===== src/rtl/pipe_adder_pkg.sv =====
// Shared helpers for the pipelined adder tree: level count, per-level operand count and width.
package pipe_adder_pkg;

    function automatic int clog2(input int n);
        int r;
        int v;
        r = 32'sd0;
        v = n - 32'sd1;
        while (v > 32'sd0) begin
            r = r + 32'sd1;
            v = v >> 32'sd1;
        end
        return r;
    endfunction

    function automatic int level_count(input int n);
        return clog2(n);
    endfunction

    // Each tree level is one bit wider than the one feeding it.
    function automatic int level_width(input int w, input int lvl);
        return w + lvl;
    endfunction

    // Operands left after lvl pairwise reductions (odd leftovers pass through).
    function automatic int level_ops(input int n, input int lvl);
        int c;
        c = n;
        for (int i = 32'sd0; i < lvl; i++) begin
            c = (c + 32'sd1) / 32'sd2;
        end
        return c;
    endfunction

    function automatic int min_int(input int a, input int b);
        if (a < b) begin
            return a;
        end else begin
            return b;
        end
    endfunction

endpackage


===== src/rtl/pipe_adder_stage.sv =====
// One adder-tree level: pairwise adders, odd-operand passthrough, data register, valid bit
// and the per-stage ready term.
module pipe_adder_stage
    import pipe_adder_pkg::*;
#(
    parameter int NI = 3,
    parameter int WI = 10,
    parameter int WO = 11
) (
    input  logic                                        clk,
    input  logic                                        rst_n,
    input  logic                                        up_valid,
    input  logic [NI*WI-1:0]                            up_data,
    output logic                                        up_ready,
    output logic                                        dn_valid,
    output logic [((NI + 32'sd1) / 32'sd2)*WO-1:0]      dn_data,
    input  logic                                        dn_ready
);

    localparam int NO = (NI + 32'sd1) / 32'sd2;

    logic [NO*WO-1:0] sum_s;
    logic [NO*WO-1:0] data_r;
    logic             v_r;

    for (genvar j = 0; j < NO; j++) begin : gen_op
        if (2 * j + 1 < NI) begin : g_pair
            assign sum_s[j*WO +: WO] = WO'(up_data[2*j*WI +: WI]) + WO'(up_data[(2*j+1)*WI +: WI]);
        end else begin : g_pass
            assign sum_s[j*WO +: WO] = WO'(up_data[2*j*WI +: WI]);
        end
    end

    // An empty stage, or one whose contents leave this cycle, can take new data.
    assign up_ready = !v_r || dn_ready;
    assign dn_valid = v_r;
    assign dn_data  = data_r;

    // Level register: data only moves on a real transfer so it holds through bubbles.
    always_ff @(posedge clk or negedge rst_n) begin
        if (!rst_n) begin
            v_r    <= 1'b0;
            data_r <= '0;
        end else if (up_ready) begin
            v_r <= up_valid;
            if (up_valid) begin
                data_r <= sum_s;
            end
        end
    end

endmodule


===== src/rtl/pipe_adder_tree.sv =====
// Pipelined unsigned adder tree with valid/ready on both sides; latency clog2(N_IN)+1.
// Define PIPE_ADDER_SAT_EN to saturate (and flag out_ovf) instead of truncating a too-wide sum.
module pipe_adder_tree
    import pipe_adder_pkg::*;
#(
    parameter int N_IN  = 3,
    parameter int W     = 10,
    parameter int OUT_W = 12
) (
    input  logic                clk,
    input  logic                rst_n,
    input  logic                in_valid,
    output logic                in_ready,
    input  logic [N_IN*W-1:0]   in_data,
    output logic                out_valid,
    input  logic                out_ready,
    output logic [OUT_W-1:0]    out_sum,
    output logic                out_ovf
);

    localparam int L     = level_count(N_IN);
    localparam int SUM_W = W + clog2(N_IN);

    logic [L+1:0]       rdy_s;
    logic [L:0]         vld_s;
    logic               v0_r;
    logic [N_IN*W-1:0]  d0_r;
    logic [SUM_W-1:0]   full_s;

    assign rdy_s[L+1] = out_ready;
    assign rdy_s[0]   = !v0_r || rdy_s[1];
    assign vld_s[0]   = v0_r;
    assign in_ready   = rdy_s[0];
    assign out_valid  = vld_s[L];

    // Input register S0; operands are captured only on an accepted vector.
    always_ff @(posedge clk or negedge rst_n) begin
        if (!rst_n) begin
            v0_r <= 1'b0;
            d0_r <= '0;
        end else if (rdy_s[0]) begin
            v0_r <= in_valid;
            if (in_valid) begin
                d0_r <= in_data;
            end
        end
    end

    for (genvar k = 1; k <= L; k++) begin : gen_lvl
        localparam int NI = level_ops(N_IN, k - 1);
        localparam int WI = min_int(level_width(W, k - 1), SUM_W);
        localparam int NO = level_ops(N_IN, k);
        localparam int WO = min_int(level_width(W, k), SUM_W);

        logic [NI*WI-1:0] din_s;
        logic [NO*WO-1:0] data_s;

        if (k == 1) begin : g_first
            assign din_s = d0_r;
        end else begin : g_rest
            assign din_s = gen_lvl[k-1].data_s;
        end

        pipe_adder_stage #(
            .NI (NI),
            .WI (WI),
            .WO (WO)
        ) u_stage (
            .clk      (clk),
            .rst_n    (rst_n),
            .up_valid (vld_s[k-1]),
            .up_data  (din_s),
            .up_ready (rdy_s[k]),
            .dn_valid (vld_s[k]),
            .dn_data  (data_s),
            .dn_ready (rdy_s[k+1])
        );
    end

    assign full_s = gen_lvl[L].data_s;

    // Output shaping works straight off the last level register, so it holds under backpressure.
    if (OUT_W >= SUM_W) begin : g_wide
        assign out_sum = OUT_W'(full_s);
        assign out_ovf = 1'b0;
    end else begin : g_narrow
`ifdef PIPE_ADDER_SAT_EN
        logic ovf_s;
        assign ovf_s   = |full_s[SUM_W-1:OUT_W];
        assign out_ovf = ovf_s;
        // Clamp to the largest representable value when the upper bits are in use.
        always_comb begin
            if (ovf_s) begin
                out_sum = {OUT_W{1'b1}};
            end else begin
                out_sum = full_s[OUT_W-1:0];
            end
        end
`else
        assign out_sum = full_s[OUT_W-1:0];
        assign out_ovf = 1'b0;
`endif
    end

endmodule


===== config.mk =====
export PLATFORM = sky130hd
export DESIGN_NAME = pipe_adder_tree
export DESIGN_NICKNAME = d
export VERILOG_FILES = /design/src/rtl/pipe_adder_pkg.sv /design/src/rtl/pipe_adder_stage.sv /design/src/rtl/pipe_adder_tree.sv
export SDC_FILE = /design/constraint.sdc
export NUM_CORES = 1
export LEC_CHECK = 0
export BUFFER_PORTS_ARGS = -buffer_cell sky130_fd_sc_hd__buf_2
export CORE_ASPECT_RATIO = 0.6
export CORE_MARGIN = 2
export CORE_UTILIZATION = 30
export DETAILED_ROUTE_END_ITERATION = 10
export PLACE_DENSITY = 0.46
export SLEW_MARGIN = 20
export SYNTH_ARGS = -nofsm -noshare
export SYNTH_HDL_FRONTEND = slang
export SYNTH_HIERARCHICAL = 1
export SYNTH_SLANG_ARGS = --single-unit

===== constraint.sdc =====
create_clock -name clk -period 3.2 [get_ports clk]
set_input_delay 0.48 -clock clk [delete_from_list [all_inputs] [get_ports clk]]
set_output_delay 0.48 -clock clk [all_outputs]
set_load 0.05 [all_outputs]

; ---- After elaboration in Yosys (flattened, before gate mapping)
; Cells that the tools add are included.
[word_totals]
output_inout_bits = 15
elab_cells = 17
reg_bits = 66
input_bits = 34
[classes]
reduce_logical = 9
n_addsub = 2
[op_table]
columns = cell, count
row1 = $add 11x10->12, 1
row2 = $add 10x10->11, 1
row3 = $reduce_and 2->1, 3
row4 = $logic_not 1->1, 3
row5 = $logic_or 1x1->1, 3

; ---- Depth between registers and ports, before layout
[logic_depth]
depth_word = 5
ltp_mapped = 8
ltp_nobuf = 8

; ---- Hierarchy
; Netlist, hierarchy kept.
[by_module_without_submodules]
columns = module, cells_per_inst, instances, seq_area_each_um2, area_per_inst_um2
row1 = pipe_adder_tree, 69, 1, 775.7, 1330.0
row2 = pipe_adder_stage (gen_lvl[1].u_stage), 120, 1, 550.5, 1273.7
row3 = pipe_adder_stage (gen_lvl[2].u_stage), 109, 1, 325.3, 969.7

; ---- Worst setup path after synthesis
; Ideal clock, no wire load.
[synth_path]
path_kind = register -> register
startpoint = register gen_lvl[2].u_stage.v_r
endpoint = register d0_r[0]
required_time_ps = 3075
synth_period_minus_slack_ps = 2167
t_arrival_ps = 2042
path_slack_ps = 1033
path_buffers = 1
stages_incl_launch_ff = 8
setup_time_ps = 125
path_cell_list = dfrtp_1 -> nor2b_4 -> clkinv_1 -> nand2b_1 -> nand2b_4 -> nand2_4 -> buf_12 -> mux2_4
[synth_via]
elab_chain_cells = 5
[synth_rtl]
columns = element, line_no
row1 = from (decl), pipe_adder_stage.sv:24  ; logic v_r;
row2 = from (signal assigned), pipe_adder_stage.sv:45  ; v_r <= up_valid;
row3 = $logic_not 1->1, pipe_adder_stage.sv:35  ; assign up_ready = !v_r || dn_ready;
row4 = $logic_or 1x1->1, pipe_adder_stage.sv:35
row5 = via rdy_s[2], pipe_adder_tree.sv:24  ; logic [L+1:0] rdy_s;
row6 = $logic_or 1x1->1, pipe_adder_stage.sv:35
row7 = via rdy_s[1], pipe_adder_tree.sv:24
row8 = $logic_or 1x1->1, pipe_adder_tree.sv:31  ; assign rdy_s[0] = !v0_r || rdy_s[1];
row9 = via in_ready, pipe_adder_tree.sv:13  ; output logic in_ready,
row10 = $reduce_and 2->1 (no line), -
row11 = to (signal assigned), pipe_adder_tree.sv:44  ; d0_r <= in_data;
row12 = to (decl), pipe_adder_tree.sv:27  ; logic [N_IN*W-1:0] d0_r;
; The timed path passes the listed nets, and every way through them passes these cells.
; A chain may end at the register's enable or synchronous reset.

; ---- Worst setup path after layout
[layout_path]
startpoint = register gen_lvl[2].u_stage.v_r
endpoint = register gen_lvl[1].u_stage.data_r[10]
[layout_via]
elab_chain_cells = 4
[layout_rtl]
columns = element, line_no
row1 = $logic_not 1->1, pipe_adder_stage.sv:35
row2 = $logic_or 1x1->1, pipe_adder_stage.sv:35
row3 = via rdy_s[2], pipe_adder_tree.sv:24
row4 = $logic_or 1x1->1, pipe_adder_stage.sv:35
row5 = via rdy_s[1], pipe_adder_tree.sv:24
row6 = $reduce_and 2->1 (no line), -
row7 = to (signal assigned), pipe_adder_stage.sv:47  ; data_r <= sum_s;
row8 = to (decl), pipe_adder_stage.sv:23  ; logic [NO*WO-1:0] data_r;
; The timed path passes the listed nets, and every way through them passes these cells.

==> reports/metrics.cfg <==
[status]
status = finished, final reports clean

[drt]
ant_nets = 0
drt_iter0_markers = 117
finalWirelength_um = 7608
viasPerCell = 4.697
dr.pass1.iters = 4
via_count = 2405
wl_per_cell_um = 14.86
drc = 0

[clocking]
cts.sinks = 66
h-tree-depth = 3
cts_tree = yes
clock_path_buffers = 2
path_clk_slew_ns = 0.05
insertion_delay_ns = 0.33
cts_resized = 0
cts-root-buf = clkbuf_16
hold_buffers = 0
cts_made_buffers = 9
post-cts-setup-buffers = 0

[logic_synthesis]
synth_top_area_share_pct = 46.22
ys_types = 52
synth_edf_count = 0
yosysSeqAreaShare_pct = 46.22
syn_inst = 298
syn_nets = 355
syn_avg_cell_area_um2 = 11.99
ys.flop_type = dfrtp_1
synth_area_leader_cell = dfrtp_1
synthesis.area_mm2 = 0.003573
ys_async_sr_fraction_pct = 100.0
ys.warnings.count = 6
synthTopCellsByArea = dfrtp_1 46%, mux2_4 13%, ha_1 7.4%
synth-seq-cells = 66

[critical_path]
worstPathRequired_ns = 3.41
path_class = reg -> reg
endpoint_kind = flip-flop
max_stage_delay_ns = 0.65
cp_slowest_cell = nand2_1
worstPathCellList = nor2b_4, clkinv_1, nand2b_1, nand2_1, buf_4, nand2b_1, o31a_1
cp_max_fo = 22
start_kind = flip-flop
crit_arrival_ns = 2.39
crit_top_cell = nand2b_1

[pwr]
switchingPower_mw = 1.473
power.leakage_nw = 2.014
irDropWorstVdd_uv = 290.8
combPwrFrac_pct = 41.4
pwr-share-clk_pct = 26.2
p_seq_share_pct = 32.4
p_int_mw = 2.316
sw_frac_of_total_pct = 38.88
power.density_mw_per_mm2 = 897.6

[sta]
tns_ns = 0
holdWs_ns = 0.1059
fmax_mhz = 458.9
skew_ns = 0.008106
tightest_slew_ns = 0.8517
fin_crit_sh_pct = 68.10
rsz0062_at_grt = no
finalSetupViolCount = 0
hold_viol = 0
drv_slew = 0
fin_ws_ns = 1.021
relSlewSlack_pct = 43.08
fin_crit_ns = 2.179

[global_routing]
antenna_found_initial = 0
track_usage_pct = 13.01
grt_pass1_vias = 2418
grt_remaining_overflow = 0
grt_pass1_wl_um = 12680
grt_max_degree = 49

[place]
place_ws_ns = 0.8004
gp_congestion = 0.7828
dp_hpwl_um = 5670
port_buffers = 47
place_area_mm2 = 0.003923

[finish]
diodes = 0
mostFrequentLayoutCells = 66 x dfrtp_1, 47 x buf_2, 30 x mux2_4, 27 x nand2_1, 21 x ha_1
fillerInstances = 1142
fin_nets = 404
areaGrowthSynthToFinish_pct = 18.14
drive_gt1_share_pct = 32.10
final_common_cell = dfrtp_1
multi_input_area_mm2 = 0.001783
postLayoutCellArea_mm2 = 0.004222
register_area_mm2 = 0.001652
utilization_pct = 36.87

[min_path]
hold_path_class = in -> async

[die]
die_y_um = 88.54
dieWidth_um = 144.9
io_pins = 49
dieArea_mm2 = 0.01283
design.core.area_mm2 = 0.01145
fp-row-count = 30
start_util_pct = 31.21

[run]
drv_cap = 0

-- Yosys cell counts, types with 3 or more instances --
library cell and instances:
a211oi_1 3, a21o_1 7, a21oi_1 15, buf_12 3, buf_2 5, dfrtp_1 66, ha_1 21, inv_1 7
mux2_2 11, mux2_4 30, nand2_1 27, nand2b_1 3, nand3_1 6, nand4_1 5, nor2_1 10, nor3_1 3
nor4_1 3, o211ai_1 3, o21a_1 5, o21ai_0 17, o31a_1 3, xor2_1 7
-- stage by stage --
| step | total power [mW] | cells |
|---|---|---|
| 2_1_floorplan | 2.424 | 298 |
| 3_3_place_gp | 2.797 | 496 |
| 3_5_place_dp | 2.802 | 496 |
| 4_1_cts | 3.821 | 512 |
| 5_1_grt | 4.050 | 512 |
| 6_report | 3.789 | 512 |
-- sequential cells by signal, summed over array words and instances, names as in the netlist --
name / count
gen_lvl.u_stage/dn_valid: 2
gen_lvl.u_stage/dn_data: 33
v0_r: 1
d0_r: 30
-- final timing paths --
check                                               from                             end  slack, ns  depth (start not counted)
hold / removal                                     rst_n     gen_lvl[1].u_stage/dn_valid       0.11                          1
hold reg to reg            gen_lvl[2].u_stage/dn_data[0]   gen_lvl[2].u_stage/dn_data[0]       0.47                          2
min in group clk                              in_data[8]                         d0_r[8]       0.37                          2
setup reg to reg             gen_lvl[2].u_stage/dn_valid  gen_lvl[1].u_stage/dn_data[10]       1.02                          7
max in group asynchronous                          rst_n                        d0_r[23]       2.11                          2
setup / recovery             gen_lvl[2].u_stage/dn_valid  gen_lvl[1].u_stage/dn_data[10]       1.02                          7
-- per-layer routing --
| layer | part of all wire, % | vias to the layer above | track usage, % | wire length [um] |
|---|---|---|---|---|
| li1 | - | 1183 | - | - |
| met1 | 56 | 1149 | 19.52 | 4287 |
| met2 | 37 | 66 | 17.10 | 2805 |
| met3 | 5.8 | 7 | 4.639 | 445 |
| met4 | 0.91 | 0 | 4.140 | 69 |
| met5 | 0 | - | 0 | 0 |
-- cells by family after synthesis --
logic type               synth area share [%]
XOR/XNOR                                2.206
adder cells (fa/ha/maj)                 8.473
flip-flops                              46.22
buffers and inverters                   3.886
AO/OA/AOI/OAI                           12.54
other                                  0.2102
AND/OR/NAND/NOR                         10.12
multiplexers                            16.35
-- critical path: cells and delay by family, from the launching register on --
family,cells,cell delay [ns]
AO/OA/AOI/OAI,1,0.09
buffers and inverters,2,0.46
flip-flops,1,0.34
AND/OR/NAND/NOR,4,1.16
-- area by class of cell --
cell class / instances / area share (%)
clock buffer: 14 / 6.254
clock inverter: 2 / 0.8299
inverter: 8 / 0.7113
multi-input combinational: 212 / 42.23
sequential: 66 / 39.12
tap: 160 / 4.742
timing repair buffer: 50 / 6.106
-- power groups by stage --
stage,combinational [mW],sequential [mW],clock [mW]
floorplan,0.973,1.45,0
global placement,1.56,1.24,0
detailed placement,1.56,1.25,0
CTS,1.57,1.23,1.02
global route,1.73,1.26,1.06
finish,1.57,1.23,0.992
Note: power is estimated with default switching activity, not from simulation.
